[config.mk]
export PLATFORM = sky130hd
export DESIGN_NAME = writeback_unit_flat
export DESIGN_NICKNAME = d
export VERILOG_FILES = /design/src/rtl/writeback_unit_if.sv /design/src/rtl/writeback_unit.sv /design/src/flat_wrapper.sv
export SDC_FILE = /design/constraint.sdc
export NUM_CORES = 1
export LEC_CHECK = 0
export CAP_MARGIN = 10
export CORE_UTILIZATION = 30
export CTS_CLUSTER_SIZE = 14
export DETAILED_ROUTE_END_ITERATION = 10
export REMOVE_ABC_BUFFERS = 1
export SYNTH_ARGS = -nofsm -noshare
export SYNTH_HDL_FRONTEND = slang
export SYNTH_SLANG_ARGS = --single-unit
[constraint.sdc]
create_clock -name clk -period 4.4 [get_ports clk]
set_clock_uncertainty 0.05 [all_clocks]
set_input_delay 0.88 -clock clk [delete_from_list [all_inputs] [get_ports clk]]
set_output_delay 0.88 -clock clk [all_outputs]
set_load 0.02 [all_outputs]
[src/rtl/writeback_unit_if.sv]
// Write-back stage bundle: upstream instruction handshake, load-data return and
// register-file write port with hazard visibility.
interface writeback_unit_if;
  logic        in_valid;
  logic        in_ready;
  logic [4:0]  in_rd;
  logic [1:0]  in_wb_sel;
  logic [31:0] in_alu_result;
  logic [31:0] in_pc_plus4;
  logic [2:0]  in_funct3;
  logic [1:0]  in_addr_lsb;
  logic        mem_rvalid;
  logic [31:0] mem_rdata;
  logic        w_en;
  logic [4:0]  rd;
  logic [31:0] w_data;
  logic        wb_pending;
  logic [4:0]  wb_pending_rd;
  logic        err;

  modport master (
    output in_valid, in_rd, in_wb_sel, in_alu_result, in_pc_plus4, in_funct3, in_addr_lsb,
    output mem_rvalid, mem_rdata,
    input  in_ready, w_en, rd, w_data, wb_pending, wb_pending_rd, err
  );

  modport slave (
    input  in_valid, in_rd, in_wb_sel, in_alu_result, in_pc_plus4, in_funct3, in_addr_lsb,
    input  mem_rvalid, mem_rdata,
    output in_ready, w_en, rd, w_data, wb_pending, wb_pending_rd, err
  );
endinterface

[src/rtl/writeback_unit.sv]
// RV32I write-back stage: selects ALU / PC+4 / formatted load data and drives the
// register-file write port from registers, with a bounded wait for load data.
module writeback_unit #(
  parameter int unsigned TIMEOUT_CYCLES = 16
) (
  input logic              clk,
  input logic              reset,
  writeback_unit_if.slave  bus
);

  typedef enum logic [1:0] {StIdle, StWaitMem, StWrite} state_e;

  localparam int unsigned TimeoutClamped = TIMEOUT_CYCLES & 32'hFF;
  localparam logic [7:0]  TimeoutLimit   = TimeoutClamped[7:0];

  state_e      state_q, state_d;
  logic [4:0]  rd_q, rd_d;
  logic [2:0]  funct3_q, funct3_d;
  logic [1:0]  lsb_q, lsb_d;
  logic [7:0]  cnt_q, cnt_d;
  logic        err_q, err_d;
  logic [4:0]  out_rd_q, out_rd_d;
  logic [31:0] out_data_q, out_data_d;

  logic        accept;
  logic [7:0]  ld_byte;
  logic [15:0] ld_half;
  logic [31:0] ld_data;

  // Byte chosen by both address bits, halfword by bit 1 only; misalignment passes through.
  always_comb begin
    case (lsb_q)
      2'd0:    ld_byte = bus.mem_rdata[7:0];
      2'd1:    ld_byte = bus.mem_rdata[15:8];
      2'd2:    ld_byte = bus.mem_rdata[23:16];
      default: ld_byte = bus.mem_rdata[31:24];
    endcase
    ld_half = lsb_q[1] ? bus.mem_rdata[31:16] : bus.mem_rdata[15:0];
    case (funct3_q)
      3'b000:  ld_data = {{24{ld_byte[7]}}, ld_byte};
      3'b100:  ld_data = {24'd0, ld_byte};
      3'b001:  ld_data = {{16{ld_half[15]}}, ld_half};
      3'b101:  ld_data = {16'd0, ld_half};
      default: ld_data = bus.mem_rdata;
    endcase
  end

  assign bus.in_ready = (state_q != StWaitMem);
  assign accept       = bus.in_valid && bus.in_ready;

  always_comb begin
    state_d    = state_q;
    rd_d       = rd_q;
    funct3_d   = funct3_q;
    lsb_d      = lsb_q;
    cnt_d      = cnt_q;
    err_d      = 1'b0;
    out_rd_d   = out_rd_q;
    out_data_d = out_data_q;
    unique case (state_q)
      StIdle, StWrite: begin
        state_d = StIdle;
        if (accept) begin
          rd_d     = bus.in_rd;
          funct3_d = bus.in_funct3;
          lsb_d    = bus.in_addr_lsb;
          unique case (bus.in_wb_sel)
            2'b01: begin
              state_d    = StWrite;
              out_rd_d   = bus.in_rd;
              out_data_d = bus.in_alu_result;
            end
            2'b11: begin
              state_d    = StWrite;
              out_rd_d   = bus.in_rd;
              out_data_d = bus.in_pc_plus4;
            end
            2'b10: begin
              state_d = StWaitMem;
              cnt_d   = 8'd0;
            end
            default: state_d = StIdle;
          endcase
        end
      end
      StWaitMem: begin
        // Data arriving on the timeout edge still wins.
        if (bus.mem_rvalid) begin
          state_d    = StWrite;
          out_rd_d   = rd_q;
          out_data_d = ld_data;
        end else begin
          cnt_d = cnt_q + 8'd1;
          if (cnt_d == TimeoutLimit) begin
            err_d   = 1'b1;
            state_d = StIdle;
          end
        end
      end
      default: state_d = StIdle;
    endcase
  end

  always_ff @(posedge clk) begin
    if (reset) begin
      state_q    <= StIdle;
      rd_q       <= 5'd0;
      funct3_q   <= 3'd0;
      lsb_q      <= 2'd0;
      cnt_q      <= 8'd0;
      err_q      <= 1'b0;
      out_rd_q   <= 5'd0;
      out_data_q <= 32'd0;
    end else begin
      state_q    <= state_d;
      rd_q       <= rd_d;
      funct3_q   <= funct3_d;
      lsb_q      <= lsb_d;
      cnt_q      <= cnt_d;
      err_q      <= err_d;
      out_rd_q   <= out_rd_d;
      out_data_q <= out_data_d;
    end
  end

  assign bus.w_en          = (state_q == StWrite) && (rd_q != 5'd0);
  assign bus.rd            = out_rd_q;
  assign bus.w_data        = out_data_q;
  assign bus.wb_pending    = ((state_q == StWaitMem) || (state_q == StWrite)) && (rd_q != 5'd0);
  assign bus.wb_pending_rd = rd_q;
  assign bus.err           = err_q;

endmodule

[src/flat_wrapper.sv]
// flat-port wrapper written by rule: the top's interface ports become plain ports
module writeback_unit_flat 
#(
  parameter int unsigned TIMEOUT_CYCLES = 16
)
  (clk, reset, bus_in_valid, bus_in_rd, bus_in_wb_sel, bus_in_alu_result, bus_in_pc_plus4, bus_in_funct3, bus_in_addr_lsb, bus_mem_rvalid, bus_mem_rdata, bus_in_ready, bus_w_en, bus_rd, bus_w_data, bus_wb_pending, bus_wb_pending_rd, bus_err);
  writeback_unit_if bus_i ();
  input logic clk;
  input logic reset;
  input wire logic [$bits(bus_i.in_valid)-1:0] bus_in_valid;
  input wire logic [$bits(bus_i.in_rd)-1:0] bus_in_rd;
  input wire logic [$bits(bus_i.in_wb_sel)-1:0] bus_in_wb_sel;
  input wire logic [$bits(bus_i.in_alu_result)-1:0] bus_in_alu_result;
  input wire logic [$bits(bus_i.in_pc_plus4)-1:0] bus_in_pc_plus4;
  input wire logic [$bits(bus_i.in_funct3)-1:0] bus_in_funct3;
  input wire logic [$bits(bus_i.in_addr_lsb)-1:0] bus_in_addr_lsb;
  input wire logic [$bits(bus_i.mem_rvalid)-1:0] bus_mem_rvalid;
  input wire logic [$bits(bus_i.mem_rdata)-1:0] bus_mem_rdata;
  output wire logic [$bits(bus_i.in_ready)-1:0] bus_in_ready;
  output wire logic [$bits(bus_i.w_en)-1:0] bus_w_en;
  output wire logic [$bits(bus_i.rd)-1:0] bus_rd;
  output wire logic [$bits(bus_i.w_data)-1:0] bus_w_data;
  output wire logic [$bits(bus_i.wb_pending)-1:0] bus_wb_pending;
  output wire logic [$bits(bus_i.wb_pending_rd)-1:0] bus_wb_pending_rd;
  output wire logic [$bits(bus_i.err)-1:0] bus_err;
  assign bus_i.in_valid = bus_in_valid;
  assign bus_i.in_rd = bus_in_rd;
  assign bus_i.in_wb_sel = bus_in_wb_sel;
  assign bus_i.in_alu_result = bus_in_alu_result;
  assign bus_i.in_pc_plus4 = bus_in_pc_plus4;
  assign bus_i.in_funct3 = bus_in_funct3;
  assign bus_i.in_addr_lsb = bus_in_addr_lsb;
  assign bus_i.mem_rvalid = bus_mem_rvalid;
  assign bus_i.mem_rdata = bus_mem_rdata;
  assign bus_in_ready = bus_i.in_ready;
  assign bus_w_en = bus_i.w_en;
  assign bus_rd = bus_i.rd;
  assign bus_w_data = bus_i.w_data;
  assign bus_wb_pending = bus_i.wb_pending;
  assign bus_wb_pending_rd = bus_i.wb_pending_rd;
  assign bus_err = bus_i.err;
  writeback_unit #(.TIMEOUT_CYCLES(TIMEOUT_CYCLES)) u_core (.clk(clk), .reset(reset), .bus(bus_i));
endmodule
==> results_dict.tcl, run 1 <==
set metrics [dict create \
    io_pins 158 \
    cap_violations 0 \
    syn_area_sq_um 3686 \
    power.density_nw_per_um2 302.8 \
    syn_area_per_cell_sq_um 8.339 \
    critPathMaxFanout 34 \
    multi_input_area_sq_um 2236 \
    cts_tree "done" \
    cts_root_buffer "clkbuf_16" \
    report.final.slew_viol_count 0 \
    rows 40 \
    cp.required_ps 3470 \
    drt-met1-wl_mm 5.833 \
    hold_buffers 0 \
    die-area_sq_um 12730 \
    cts_setup_buffers 0 \
    vdd_ir_drop_max_v 0.0001605 \
    synthToLayoutAreaGrowth_pct 52.38 \
    num_vias 3952 \
    ys_seq_elements 58 \
    worst-path-stages 5 \
    worstSkewPairLatency_ps 330 \
    finalHoldViolCount 0 \
    worst_pin_slew_ps 1187 \
    r2r_cells 4 \
    hold_depth 2 \
    seqCellArea_sq_um 1161 \
    antenna_found_initial 0 \
    drive_above_1_share_pct 7.958 \
    hold_class "reg -> reg" \
    worstSetupPathType "reg -> out" \
    crit_family "buffers and inverters" \
    outcome "finished, final reports clean" \
    rsz0062_at_grt "false" \
    setup-violations-final 0 \
    synth.distinct_cells 54 \
    setup_tns_ps 0 \
    nets 690 \
    final.period_utilization_pct 68.14 \
    met3_wirelength_microns 766 \
    ys_warn_count 0 \
    crit_buf_inv 4 \
    cts.repair.resized 0 \
    track_usage_pct 20.08 \
    fmax_mhz 333.5 \
    synth_flop_cell "dfxtp_1" \
    antenna_left 0 \
    clk_pin_slew_ps 60 \
    synth-edff-count 0 \
    cts_buffers 9 \
    drt_iter0_drc 264 \
    gp_congestion 0.8054 \
    synth_area_leaders "dfxtp_1, o32ai_1, mux2i_1, a211oi_1, nor2_1" \
    grt_pass1_vias 3990 \
    n_antenna_cell 0 \
    firstDrtPassIters 4 \
    wl_mm 12.92 \
    power_leakage_nw 1.988 \
    hpwl_mm 9.340 \
    core_sq_um 12010 \
    grt_pass1_wl_mm 20.20 \
    seq_area_frac_synth_pct 31.50 \
    htreeDepth 3 \
    arrival_ps 2070 \
    viasPerCell 5.451 \
    async_reset_ff_share_pct 0 \
    port_buffers 157 \
    clockBufferDepth 2 \
    yosysTopAreaCell "dfxtp_1" \
    fillers 1177 \
    wl_met2_mm 6.143 \
    critPathCaptureType "output port" \
    start_kind "flop" \
    synth_cells 442 \
    wl_per_cell_microns 17.82 \
    route.detailed.drc 0 \
    crit_slowest_cell "clkdlybuf4s50_1" \
    die_w_microns 112.8 \
    start_util_pct 30.69 \
    final_util_pct 46.76 \
    die_y_microns 112.8 \
    cts_sinks 58 \
    grt_start_max_net_pins 49 \
    critical_path.max_stage_delay_ps 690 \
    relSlewSlack_pct 20.79 \
    crit_chain "inv_1 -> ha_2 -> clkinv_1 -> buf_4 -> clkdlybuf4s50_1" \
    highest_layer "met4" \
    grt_remaining_overflow 0 \
    min_period_ps 2998 \
    synth_top_area_share_pct 31.50 \
]
placed cells by master, fill, tap and decap left out, types with 7 or more instances in the layout:
master	instances
clkdlybuf4s50_1	156
dfxtp_1	58
nor2_1	43
o32ai_1	30
inv_1	29
a211oi_1	28
mux2i_1	23
o21ai_0	22
and3_1	18
a221oi_1	18
mux2_2	13
a21oi_1	13
nand2_1	11
nand2b_1	11
clkbuf_16	9
nor3b_1	8
nand3_1	8
nor2b_1	7
buf_4	7
power breakdown:
group / switching, mW / leakage [nW] / internal, mW
clock: 0.275 / 0.138 / 0.442
combinational: 0.184 / 1.38 / 0.211
sequential: 0.0339 / 0.474 / 0.555
total: 0.492 / 1.99 / 1.21
state kept, by name (all words and copies together) (netlist names):
signal / flops
u_core.bus.w_data: 32
u_core.cnt_q: 8
u_core.bus.rd: 5
u_core.bus.wb_pending_rd: 5
u_core.funct3_q: 3
u_core.lsb_q: 2
u_core.state_q: 2
u_core.bus.err: 1
cells by family after synthesis:
family                   synth area share (%)
multiplexers                            11.10
AO/OA/AOI/OAI                           29.16
adder cells (fa/ha/maj)                 1.697
flip-flops                              31.50
AND/OR/NAND/NOR                         18.30
buffers and inverters                   8.248
worst paths after layout:
path | from | end | slack (ps)
max | u_core.state_q[1] | bus_in_ready | 1400
min reg2reg | u_core.bus.w_data[22] | u_core.bus.w_data[22] | 410
min | u_core.bus.w_data[22] | u_core.bus.w_data[22] | 410
max reg2reg | u_core.lsb_q[1] | u_core.bus.w_data[13] | 1710
synthesized netlist by cell type, drive strengths merged (2+ instances only):
cell     instances
dfxtp           58
nor2            43
clkbuf          31
o32ai           30
inv             29
a211oi          28
mux2i           24
o21ai           23
a221oi          18
and3            18
a21oi           13
buf             13
mux2            13
nand2           11
nand2b          11
nand3            8
nor3b            8
nor2b            7
ha               5
a311oi           4
a32o             4
nand3b           4
o2111ai          3
o21a             3
or3              3
a2111oi          2
a31oi            2
a41oi            2
nor3             2
or2              2
metrics by stage:
stage	instance area, sq um	power (mW)	hold slack, ps	cells	setup WS (ps)
after floorplan	3495	0.7683	405.9	398	463.0
after global placement	5305	0.9883	391.7	708	1276
after detailed placement	5305	0.9925	398.9	708	1138
after CTS	5609	1.710	409.2	724	1395
after global routing	5617	1.766	430.1	725	1300
final	5617	1.701	407.3	725	1402
worst register-to-register path: cells and delay by family (launching register included):
family	cells	cell delay, ps
compound gates	2	650
flops	1	1000
mux	1	670
simple gates	1	210
layer usage:
metal | up-vias | GRT usage [%]
met1 | 1860 | 25.06
met3 | 12 | 3.589
met4 | 0 | 8.889
met2 | 141 | 33.83
li1 | 1939 | -
met5 | - | 0
final cells by class:
type | count | share of cell area, %
Tap cell | 147 | 3.275
Clock buffer | 9 | 4.010
Timing Repair Buffer | 164 | 28.83
Multi-Input combinational cell | 310 | 39.81
Clock inverter | 7 | 1.403
Sequential cell | 58 | 20.67
Inverter | 30 | 2.005
No activity file was read; power rests on OpenSTA's default activity.
==> run 2, diff against run 1 <==
==> constraint.sdc (replaced) <==
create_clock -name clk -period 2.5 [get_ports clk]
set_clock_uncertainty 0.05 [all_clocks]
set_input_delay 0.5 -clock clk [delete_from_list [all_inputs] [get_ports clk]]
set_output_delay 0.5 -clock clk [all_outputs]
set_load 0.02 [all_outputs]
==> results_dict.tcl, run 2 (synthesis results as in run 1) <==
set metrics [dict create \
    outcome "finished, final reports clean" \
    hold_ws_ps 406.0 \
    cts_sinks 58 \
    use_met1_pct 26.55 \
    rsz0062_at_grt "false" \
    hold_buffers 0 \
    top_usage_layer "met2" \
    num_vias 4048 \
    stdcell_count 741 \
    grt_pass1_wl_mm 19.95 \
    gp_congestion 0.8632 \
    setup_slack_ps 224.7 \
    place_area_sq_um 5445 \
    die_y_microns 112.8 \
    setup-violations-final 0 \
    antenna_left 0 \
    grt_pass1_vias 3826 \
    final.period_utilization_pct 91.01 \
    hpwl_mm 9.676 \
    hold_class "reg -> reg" \
    power_leakage_nw 2.094 \
    total_power_mw 3.016 \
    worstSetupPathType "reg -> reg" \
    min_period_ps 2275 \
    start_kind "flop" \
    worst_pin_slew_ps 1037 \
    critPathMaxFanout 23 \
    rows 40 \
    p_sw_uw 827.8 \
    cts_setup_buffers 0 \
    pre_cts_ws_ps 19.63 \
    p_int_mw 2.188 \
    power_frac_clock_pct 41.8 \
    track_usage_pct 20.04 \
    dp_cells 725 \
    n_antenna_cell 0 \
    cts_root_buffer "clkbuf_16" \
    cap_violations 0 \
    final_area_sq_um 5758 \
    finalHoldViolCount 0 \
    firstDrtPassIters 5 \
    relSlewSlack_pct 30.60 \
    grt_remaining_overflow 0 \
    report.final.slew_viol_count 0 \
    die-area_sq_um 12730 \
    htreeDepth 3 \
    critPathCaptureType "flop" \
    p_sw_share_pct 27.44 \
    wl_mm 12.80 \
    route.detailed.drc 0 \
    clockBufferDepth 2 \
    p_seq_share_pct 33.7 \
    synthToLayoutAreaGrowth_pct 56.21 \
    clk_pin_slew_ps 50 \
    drive_above_1_share_pct 10.44 \
    port_buffers 157 \
    viasPerCell 5.463 \
    cp.required_ps 2650 \
    wl_per_cell_microns 17.28 \
    drt_iter0_drc 217 \
    io_pins 158 \
    power_frac_comb_pct 24.5 \
    cts_tree "done" \
    worstSkewPairLatency_ps 330 \
    core_sq_um 12010 \
    final_cell_mix "clkdlybuf4s50_1, dfxtp_1, nor2_1" \
    largest_reg_flops 32 \
    grtUsageMet3_pct 4.178 \
    power.density_nw_per_um2 523.8 \
    grt_start_max_net_pins 34 \
    layout_commonest_cell "clkdlybuf4s50_1" \
    nets 706 \
    die_w_microns 112.8 \
    antenna_found_initial 0 \
    start_util_pct 30.69 \
    arrival_ps 2420 \
    cts_buffers 9 \
    vdd_ir_drop_max_v 0.0002403 \
    use_met2_pct 31.60 \
    fmax_mhz 439.5 \
]
-- run 2: cell types whose count changed in the layout (fill, tap and decap cells not counted), sizes merged --
cell and change:
buf +16, clkbuf +2, clkdlybuf4s50 -2, clkinvlp -2, dlygate4sd2 +2, clkinv +1, inv -1
-- run 2: what timing repair did --
| action | in CTS | in global routing |
|---|---|---|
| endpoints found under the setup margin | 2 | 1 |
| pin swaps | 0 | 0 |
| hold endpoints to repair | 0 | 0 |
| resized for setup | 2 | 1 |
-- run 2: layout make-up --
| cell class | count | area (sq um) |
|---|---|---|
| fill | 1189 | 6254 |
| timing repair buffer | 180 | 1749 |
| tap | 147 | 183.9 |
| multi-input combinational | 310 | 2246 |
| clock inverter | 5 | 52.55 |
| inverter | 30 | 112.6 |
| clock buffer | 11 | 252.7 |
| sequential | 58 | 1161 |
-- run 2: path summary, 6_finish.rpt --
| path | from | to | slack, ps | depth (start not counted) |
|---|---|---|---|---|
| max | u_core.state_q[0] | u_core.bus.w_data[15] | 220 | 7 |
| min | u_core.bus.w_data[17] | u_core.bus.w_data[17] | 410 | 2 |
| max reg2reg | u_core.state_q[0] | u_core.bus.w_data[15] | 220 | 7 |
| min reg2reg | u_core.bus.w_data[17] | u_core.bus.w_data[17] | 410 | 2 |
-- run 2: power by group through the flow --
stage               Sequential [mW]  Combinational (mW)  Clock (mW)
finish                         1.02               0.738        1.26
detailed placement             1.03               0.736           0
CTS                            1.02               0.738        1.28
global route                   1.02               0.793        1.32
global placement               1.03               0.729           0
floorplan                      1.09               0.257           0
-- run 2: per-stage QoR --
| stage | TNS [ps] | util [%] |
|---|---|---|
| finish | 0 | 47.94 |
| detailed placement | 0 | 45.33 |
| floorplan | -44070 | - |
| global placement | 0 | 45.33 |
| CTS | 0 | 47.85 |
| global route | 0 | 47.94 |
-- run 2: metal layers --
metal  part of all wire, %  vias up
met5                     0        -
met3                   6.5       19
li1                      -     1982
met2                    45      162
met4                   2.0        0
met1                    47     1885
-- run 2: critical path: stages (launching register included) --
cell and delay (ps):
dfxtp_1 410, inv_1 90, ha_1 260, or2_2 390, mux2i_4 240, buf_12 170, o2111a_1 130, a2111oi_0 400
